### config.mk
export PLATFORM = sky130hd
export DESIGN_NAME = ofdm_frame_rx
export DESIGN_NICKNAME = d
export VERILOG_FILES = /design/src/rtl/ofdm_pkg.sv /design/src/rtl/ofdm_sample_fifo.sv /design/src/rtl/ofdm_frame_rx.sv
export SDC_FILE = /design/constraint.sdc
export NUM_CORES = 2
export LEC_CHECK = 0
export BUFFER_PORTS_ARGS = -buffer_cell sky130_fd_sc_hd__buf_2
export CAP_MARGIN = 20
export CORE_MARGIN = 2
export CORE_UTILIZATION = 35
export DETAILED_ROUTE_END_ITERATION = 8
export SYNTH_ARGS = -nofsm -noshare
export SYNTH_HDL_FRONTEND = slang
export SYNTH_HIERARCHICAL = 1
export SYNTH_MEMORY_MAX_BITS = 65536
export SYNTH_SLANG_ARGS = --single-unit
### constraint.sdc
create_clock -name clock -period 3.9 [get_ports clock]
set_clock_uncertainty 0.2 [all_clocks]
set_input_delay 0 -clock clock [delete_from_list [all_inputs] [get_ports clock]]
set_output_delay 0 -clock clock [all_outputs]
set_load 0.005 [all_outputs]
### src/rtl/ofdm_pkg.sv
// Shared OFDM framing constants and the receiver FSM state encoding,
// common to the transmitter and receiver.
package ofdm_pkg;

  localparam int N_FFT         = 64;
  localparam int CP_LEN        = 16;
  localparam int SYM_PER_FRAME = 8;
  localparam int SAMPLE_W      = 16;

  typedef enum logic [1:0] {
    IDLE = 2'd0,
    CP   = 2'd1,
    DATA = 2'd2
  } rx_state_t;

endpackage

### src/rtl/ofdm_sample_fifo.sv
// Sample FIFO whose output register always mirrors the oldest entry, so a pop
// and the load of the next entry happen on the same edge.
module ofdm_sample_fifo #(
  parameter int WIDTH = 34,
  parameter int DEPTH = 128
) (
  input  logic             i_clock,
  input  logic             i_reset_n,
  input  logic             i_enable,
  input  logic             i_push,
  input  logic [WIDTH-1:0] i_data,
  input  logic             i_ready,
  output logic [WIDTH-1:0] o_data,
  output logic             o_valid,
  output logic             o_overflow
);

  localparam int AW = $clog2(DEPTH);

  logic [WIDTH-1:0] r_mem [DEPTH];
  logic [AW:0]      r_wr_ptr;
  logic [AW:0]      r_rd_ptr;
  logic [WIDTH-1:0] r_data;
  logic             r_valid;
  logic             r_overflow;

  logic             w_full;
  logic             w_pop;
  logic             w_push_ok;
  logic             w_empty_after_pop;
  logic [AW:0]      w_wr_next;
  logic [AW:0]      w_rd_next;

  // Pointers carry one extra MSB so full and empty are distinguishable.
  assign w_full            = (r_wr_ptr[AW] != r_rd_ptr[AW]) &&
                             (r_wr_ptr[AW-1:0] == r_rd_ptr[AW-1:0]);
  assign w_pop             = i_enable && r_valid && i_ready;
  assign w_push_ok         = i_enable && i_push && (!w_full || w_pop);
  assign w_wr_next         = r_wr_ptr + {{AW{1'b0}}, w_push_ok};
  assign w_rd_next         = r_rd_ptr + {{AW{1'b0}}, w_pop};
  assign w_empty_after_pop = (w_rd_next == r_wr_ptr);

  always_ff @(posedge i_clock) begin
    if (w_push_ok) r_mem[r_wr_ptr[AW-1:0]] <= i_data;
  end

  always_ff @(posedge i_clock or negedge i_reset_n) begin
    if (!i_reset_n) begin
      r_wr_ptr   <= '0;
      r_rd_ptr   <= '0;
      r_data     <= '0;
      r_valid    <= 1'b0;
      r_overflow <= 1'b0;
    end else if (i_enable) begin
      r_wr_ptr <= w_wr_next;
      r_rd_ptr <= w_rd_next;
      if (!w_empty_after_pop) begin
        r_valid <= 1'b1;
        r_data  <= r_mem[w_rd_next[AW-1:0]];
      end else if (w_push_ok) begin
        // Nothing older left: the word being pushed becomes the head directly.
        r_valid <= 1'b1;
        r_data  <= i_data;
      end else begin
        r_valid <= 1'b0;
      end
      if (i_push && w_full && !w_pop) r_overflow <= 1'b1;
    end
  end

  assign o_data     = r_data;
  assign o_valid    = r_valid && i_enable;
  assign o_overflow = r_overflow;

endmodule

### src/rtl/ofdm_frame_rx.sv
// OFDM frame receiver front end: aligns on sop_in, strips the cyclic prefix and
// buffers data samples with per-symbol sop/eop tags toward the FFT.
//
// state | meaning
// IDLE  | waiting for sop_in; untagged samples are discarded
// CP    | discarding cyclic-prefix samples of the current symbol
// DATA  | forwarding data samples of the current symbol to the FIFO
module ofdm_frame_rx
  import ofdm_pkg::*;
#(
  parameter int N_FFT         = ofdm_pkg::N_FFT,
  parameter int CP_LEN        = ofdm_pkg::CP_LEN,
  parameter int SYM_PER_FRAME = ofdm_pkg::SYM_PER_FRAME,
  parameter int FIFO_DEPTH    = 128
) (
  input  logic                       clock,
  input  logic                       reset,
  input  logic                       enable,
  input  logic                       valid_in,
  input  logic signed [SAMPLE_W-1:0] I_in,
  input  logic signed [SAMPLE_W-1:0] Q_in,
  input  logic                       sop_in,
  input  logic                       ready_in,
  output logic signed [SAMPLE_W-1:0] I,
  output logic signed [SAMPLE_W-1:0] Q,
  output logic                       valid_out,
  output logic                       sop,
  output logic                       eop,
  output logic                       overflow,
  output logic                       frame_err
);

  localparam int CNT_W  = $clog2((N_FFT > CP_LEN) ? N_FFT : CP_LEN);
  localparam int SYM_W  = (SYM_PER_FRAME > 1) ? $clog2(SYM_PER_FRAME) : 1;
  localparam int FIFO_W = 2 * SAMPLE_W + 2;

  rx_state_t        r_state;
  logic [CNT_W-1:0] r_samp_cnt;
  logic [SYM_W-1:0] r_sym_cnt;
  logic             r_frame_err;

  logic              w_accept;
  logic              w_push;
  logic              w_tag_sop;
  logic              w_tag_eop;
  logic [FIFO_W-1:0] w_push_data;
  logic [FIFO_W-1:0] w_fifo_data;

  assign w_accept    = enable && valid_in;
  assign w_push      = w_accept && (r_state == DATA) && !sop_in;
  assign w_tag_sop   = (r_samp_cnt == '0);
  assign w_tag_eop   = (r_samp_cnt == CNT_W'(N_FFT - 1));
  assign w_push_data = {I_in, Q_in, w_tag_sop, w_tag_eop};

  always_ff @(posedge clock or negedge reset) begin
    if (!reset) begin
      r_state     <= IDLE;
      r_samp_cnt  <= '0;
      r_sym_cnt   <= '0;
      r_frame_err <= 1'b0;
    end else begin
      r_frame_err <= 1'b0;
      if (w_accept) begin
        if (sop_in) begin
          // A sop_in always restarts the frame; this sample is CP sample 0.
          r_frame_err <= (r_state != IDLE);
          r_sym_cnt   <= '0;
          if (CP_LEN == 1) begin
            r_state    <= DATA;
            r_samp_cnt <= '0;
          end else begin
            r_state    <= CP;
            r_samp_cnt <= CNT_W'(1);
          end
        end else begin
          case (r_state)
            CP: begin
              if (r_samp_cnt == CNT_W'(CP_LEN - 1)) begin
                r_state    <= DATA;
                r_samp_cnt <= '0;
              end else begin
                r_samp_cnt <= r_samp_cnt + CNT_W'(1);
              end
            end
            DATA: begin
              if (r_samp_cnt == CNT_W'(N_FFT - 1)) begin
                r_samp_cnt <= '0;
                if (r_sym_cnt == SYM_W'(SYM_PER_FRAME - 1)) begin
                  r_state   <= IDLE;
                  r_sym_cnt <= '0;
                end else begin
                  r_state   <= CP;
                  r_sym_cnt <= r_sym_cnt + SYM_W'(1);
                end
              end else begin
                r_samp_cnt <= r_samp_cnt + CNT_W'(1);
              end
            end
            default: r_state <= IDLE;
          endcase
        end
      end
    end
  end

  ofdm_sample_fifo #(
    .WIDTH (FIFO_W),
    .DEPTH (FIFO_DEPTH)
  ) u_fifo (
    .i_clock    (clock),
    .i_reset_n  (reset),
    .i_enable   (enable),
    .i_push     (w_push),
    .i_data     (w_push_data),
    .i_ready    (ready_in),
    .o_data     (w_fifo_data),
    .o_valid    (valid_out),
    .o_overflow (overflow)
  );

  assign {I, Q, sop, eop} = w_fifo_data;
  assign frame_err        = r_frame_err;

endmodule

---- Yosys cells after proc, flatten, opt, wreduce, memory -nomap -nowiden ----
Memory sizes are Yosys's and may differ from the RTL's.
Cells that the tools add are included.
operators by class
  add/subtract/negate cells ............... 4
  multipliers ............................. 0
  divide/modulo/power cells ............... 0
  magnitude comparators ................... 0
  eq/ne operators ......................... 11
  shift-type cells ........................ 0
  mux-type cells .......................... 20
  bitwise gates (word level) .............. 0
  reductions and logical operators ........ 24
operator list
  operator                                                          number
  34-bit 2-to-1 mux                                                 2
  6-bit 2-to-1 mux                                                  3
  8-bit by 1-bit adder with 8-bit output                            2
  3-bit 2-to-1 mux                                                  4
  6-bit case mux with 2 select lines                                1
  1-bit logical AND                                                 10
  8-bit == test                                                     1
  7-bit == test                                                     1
  6-bit by 1-bit adder with 6-bit output (second input constant)    1
  6-bit by 4-bit == test with 1-bit output (second input constant)  1
  6-bit == test (second input constant)                             1
  6-bit zero test                                                   1
  1-bit 2-to-1 mux                                                  6
  2-bit 2-to-1 mux                                                  3
  3-bit != test (second input constant)                             2
  2-bit AND reduction                                               3
  3-bit AND reduction                                               2
  2-bit nonzero test                                                3
  2-bit case mux with 2 select lines                                1
  3-bit by 1-bit adder with 3-bit output (second input constant)    1
  3-bit == test (second input constant)                             1
  1-bit zero test                                                   3
  3-bit nonzero test                                                1
  2-bit by 1-bit == test with 1-bit output (second input constant)  1
  4 further kinds                                                   4
word-level totals
  bits in registers ....................... 64
  latch bits .............................. 0
  RAM bits ................................ 4352
  bits in read-only memories .............. 0
  input port bits ......................... 38
  output and inout port bits .............. 37
  word-level logic and storage cells ...... 69
  memories ................................ 1
memory list
  memory        words  width  read ports  clocked after Yosys merged registers in  write ports  RTL line                RTL
  u_fifo.r_mem  128    34     1           0                                        1            ofdm_sample_fifo.sv:20  logic [WIDTH-1:0] r_mem [DEPTH];

---- Longest topological paths before layout ----
  depth after elaboration ................. 7
  depth in mapped cells ................... 14
  gate-level depth less buffers ........... 10

---- Hierarchy ----
The synthesis kept the hierarchy.
modules (own cells, without submodules)
  module            times used  cells an instance  area each (sq um)  sequential area each (sq um)
  ofdm_sample_fifo  1           7878               169214.8           131986.6
  ofdm_frame_rx     1           83                 819.5              300.3

---- Least setup slack after synthesis ----
OpenSTA, ideal clock, no wires.
  path kind ............................... register -> register
  start point ............................. reg r_state[1]
  end point ............................... mem u_fifo.r_mem[127][0], enable pin
  library setup time ...................... 425 ps
  arrival time ............................ 3347 ps
  data required time ...................... 3275 ps
  setup slack ............................. -72 ps
  stages on the path, launching flop included .. 9
  path buffers ............................ 1
  period minus slack after synthesis ...... 3972 ps
  path through ............................ dfrtp_1 > or2b_1 > nor3_1 > nand2_1 > a31oi_2 > and2_1 > nand3_1 > buf_2 > nor2_1
between the ends
  longest elaborated chain between the ends .. 7
ends and longest elaborated chain
  item                                    RTL line                RTL
  from (decl)                             ofdm_frame_rx.sv:37     rx_state_t r_state;
  from (signal assigned)                  ofdm_frame_rx.sv:57     r_state <= IDLE;
  from (signal assigned)                  ofdm_frame_rx.sv:69     r_state <= DATA;
  from (signal assigned)                  ofdm_frame_rx.sv:72     r_state <= CP;
  2-bit == test                           ofdm_frame_rx.sv:50     assign w_push = w_accept && (r_state == DATA) && !sop_in;
  1-bit logical AND (2 in a row)          ofdm_frame_rx.sv:50
  net w_push                              ofdm_frame_rx.sv:43     logic w_push;
  1-bit logical AND (2 in a row)          ofdm_sample_fifo.sv:38  assign w_push_ok = i_enable && i_push && (!w_full || w_pop);
  1-bit 2-to-1 mux                        ofdm_sample_fifo.sv:44  if (w_push_ok) r_mem[r_wr_ptr[AW-1:0]] <= i_data;
  1-bit 2-to-1 mux (implied by the code)  ofdm_sample_fifo.sv:44
  to (decl)                               ofdm_sample_fifo.sv:20
The timed path passes the listed nets, and every way through them passes these cells.

---- Worst setup path in the final report ----
  start point ............................. reg u_fifo.r_rd_ptr[4]
  end point ............................... reg u_fifo.r_data[9], in the netlist u_fifo/o_data[9]
between the ends
  longest elaborated chain between the ends .. 7
  elaborated cells between the ends (all ways) .. 11
  those cells by class .................... add/sub: 1; eq/ne: 3; mux: 1; reduce/logical: 5; memory: 1
ends and longest elaborated chain
  item                                                         RTL line                RTL
  from (decl)                                                  ofdm_sample_fifo.sv:22  logic [AW:0] r_rd_ptr;
  from (signal assigned)                                       ofdm_sample_fifo.sv:56  r_rd_ptr <= w_rd_next;
  branches (longest 7 deep; another with memory 128 x 34 bit)  --
  to (signal assigned)                                         ofdm_sample_fifo.sv:59  r_data <= r_mem[w_rd_next[AW-1:0]];
  to (signal assigned)                                         ofdm_sample_fifo.sv:63  r_data <= i_data;
  to (decl)                                                    ofdm_sample_fifo.sv:23  logic [WIDTH-1:0] r_data;
Parallel ways; which one is timed is not known.
A chain may end at the register's enable or synchronous reset.

==> impl_results.md <==
- Ys async rst share: 0.0145
- Reg area: between 0.1 and 0.15 mm2
- Syn. warnings: 6
- Routed WL: 500000 um
- Clock buffer depth: 4
- Sw Share: 0.302
- CTS H-tree depth: 5
- Core Rows: approximately 260
- Largest net degree at the start of global routing: 93
- TritonCTS clock tree: yes
- Power Dens Cells: around 680 mW/mm2
- F_max: ~250 MHz
- First-pass GRT wire length: about 690000 um
- Critical Path Source Type: register
- Io pins: 75
- Synth Flop Type: edfxtp_1
- Seq pwr share: 0.386
- Yosys reg bits: roughly 4400
- Setup crit end kind: register
- Post-Syn Instances: between 7000 and 8000
- Count leader, synth: edfxtp_1
- Vias in the first global route: approximately 88000
- Count of final hold-check violations: 0
- Via Count: a little under 90000
- Initial antenna violation count: 58
- Clk sink count: 4416
- CP Max Fanout: 34
- Layout cells sized above 1: 0.297
- Fin worst setup slack: -0.0366 ns
- Sequential cell area fraction in the yosys report: 0.778
- First DRT Iteration DRCs: roughly 11000
- Synth area leader: edfxtp_1
- Worst-Margin Slew: 1.25 ns
- Post-synth cell types: between 70 and 80
- Total grt overflow: 0
- CTS buffer count: 437
- Nets: 8872
- Failing checks: negative setup slack
- Clk_lat worst skew: roughly 1.0 ns
- Gpl congestion: between 0.8 and 0.9
- Synth cell count leaders: edfxtp_1 (4352), mux4_2 (1055), nand2_1 (728)
- # DRC: 0
- Inst Count DP: 14700
- Critical Path RT: roughly 4.6 ns
- Final period util: 1.01
- Yosys top cell area share: 0.769
- Clk pin slew, worst setup/hold paths: roughly 0.06 ns
- Slew headroom: 0.166
- Leakage power: 62.6 nW
- Max Cap Viol: 0
- Initial Util: 0.352
- Setup-violating endpoint count in the final report: 1
- GR Util All Layers: 0.198
- Unrepaired setup endpoints after global routing: yes
- Area of the multi-input gates: around 0.037 mm2
- Mean Syn Cell Area: ~21 um2
- Via-to-Cell Ratio: 5.63
- Slew Limit Fails: 0
- Worst EP arrival: 4.63 ns
- Post-route ant nets: 0
- Mapped Area: approximately 0.17 mm2
- Core area: approximately 0.48 mm2
- Internal power: ~96 mW
- Pwr Total: approximately 140 mW
- Clock power frac: 0.302
- Avg WL per Cell: about 32 um
- Finished Layout Cells: between 15000 and 20000
- Share of total power in combinational logic: 0.312
- Setup Crit Path Kind: register to register
- TritonRoute pass-1 iters: 6
- Area delta synth->final: 18.8%
- Area contributors post-synth: edfxtp_1 (77%), mux4_2 (14%), nand2_1 (1.6%), mux2i_1 (1.0%), dfrtp_1 (0.94%)
- Die area: approximately 0.49 mm2
- Number of flops mapped to enable cells by yosys: roughly 4400
- Worst vdd ir: 495 uV
- Mapped Nets: about 8000
- Fill count: roughly 42000
- Die span in x: 701 um
- Root Buffer: clkbuf_16
- Die Y: around 700 um
- Worst hold path type: input port to register
- Port Buf Inserts: 74
- Outcome: complete, but fails checks
- P_sw: a little over 40 mW
- DP HPWL: a little under 300000 um
- Final min period: roughly 3.9 ns
==> metal layers <==
metal	track usage	wire (um)
met2	0.314	235000
met4	0.0881	24100
met1	0.266	193000
met5	0	190
met3	0.0396	48000
==> sequential cells by signal, indices dropped and copies added (netlist names) <==
register	cells
u_fifo/r_rd_ptr	8
u_fifo/o_overflow	1
frame_err	1
r_samp_cnt	6
r_state	2
r_sym_cnt	3
u_fifo/r_valid	1
u_fifo/r_wr_ptr	8
u_fifo/o_data	34
u_fifo/r_mem	4352
==> stage by stage <==
step	hold slack [ns]	setup WS, ns	setup TNS, ns	util	instance area (um2)
global placement	-0.191	-0.260	-0.933	0.386	187000
finish	0.00578	-0.0366	-0.0366	0.418	202000
CTS	0.00224	-0.0398	-0.0398	0.418	202000
detailed placement	-0.189	-0.242	-0.982	0.386	187000
floorplan	-0.496	-0.0719	-40.90	-	170000
global route	0.0372	-0.0500	-0.0671	0.418	202000
==> final cells by class <==
cell class,instances,share of cell area
tap,6425,0.0398
clock buffer,549,0.0569
clock inverter,258,0.0124
inverter,8,0.000149
antenna,39,0.000483
timing repair buffer,886,0.0542
sequential,4416,0.655
multi-input combinational,3077,0.181
==> final timing paths <==
path | from | to | slack [ns] | cells past startpoint
worst max-delay path | u_fifo/r_rd_ptr[4] | u_fifo/o_data[9] | -0.04 | 8
worst min-delay path | I_in[8] | u_fifo/r_mem[29][26] | 0.006 | 2
worst max register to register | u_fifo/r_rd_ptr[4] | u_fifo/o_data[9] | -0.04 | 8
worst min register to register | u_fifo/r_wr_ptr[7] | u_fifo/r_wr_ptr[7] | 0.29 | 1
max in group asynchronous | reset | r_state[1] | 1.71 | 6
min in group asynchronous | reset | u_fifo/o_data[27] | 0.52 | 5
==> power groups by stage <==
stage	Sequential [mW]	Clock (mW)	Combinational, mW
2_1_floorplan	53.5	0	25.4
3_3_place_gp	53.9	0	41.8
3_5_place_dp	53.9	0	42.0
4_1_cts	52.9	42.0	42.7
5_1_grt	52.9	43.8	44.9
6_report	52.9	41.4	42.8
==> cell families (layout without fill, tap and decap cells) <==
| logic type | count (synthesis) | count (layout) | share of synthesized area |
|---|---|---|---|
| fa+ha+maj | 8 | 8 | 0.000589 |
| buf+inv | 468 | 1701 | 0.0136 |
| compound gates | 352 | 352 | 0.0146 |
| simple gates | 1390 | 1390 | 0.0370 |
| mux | 1295 | 1295 | 0.154 |
| flops | 4416 | 4416 | 0.778 |
| other cells | 0 | 39 | 0 |
| xor+xnor | 32 | 32 | 0.00185 |
==> cells in the final DEF, fill, tap and decap left out, types with 39 or more instances in the layout <==
master / netlist / layout
nor2_4: 0 / 129
clkbuf_1: 94 / 104
dfrtp_1: 64 / 64
diode_2: 0 / 39
nor2_1: 183 / 53
buf_12: 0 / 306
mux4_2: 1055 / 1055
edfxtp_1: 4352 / 4352
buf_2: 263 / 41
nand3_1: 255 / 248
clkinv_1: 0 / 101
bufinv_16: 0 / 40
nand2_1: 728 / 719
a32oi_1: 99 / 94
a31oi_1: 41 / 40
nand4_1: 101 / 101
clkinv_2: 0 / 74
dlygate4sd3_1: 0 / 70
mux2i_1: 172 / 170
buf_4: 42 / 438
clkbuf_16: 0 / 446
o21ai_0: 72 / 72
mux2_2: 66 / 66
==> critical path, cell delays in order, from the launching register on <==
cell     delay, ns
dfrtp_1       0.82
nand2_1       0.22
or3_1         0.41
and2_4        0.20
nor3_4        0.19
buf_12        0.30
nand4_1       0.76
and4_1        0.50
a21oi_1       0.15
==> what timing repair did <==
action,CTS,global route
hold endpoints to repair,4224,0
setup buffers,2,9
hold buffers,79,0
endpoints found under the setup margin,10,17
resized for setup,15,25
pin swaps,4,5
cloned,3,3
Power figures use the tool's default switching activity.
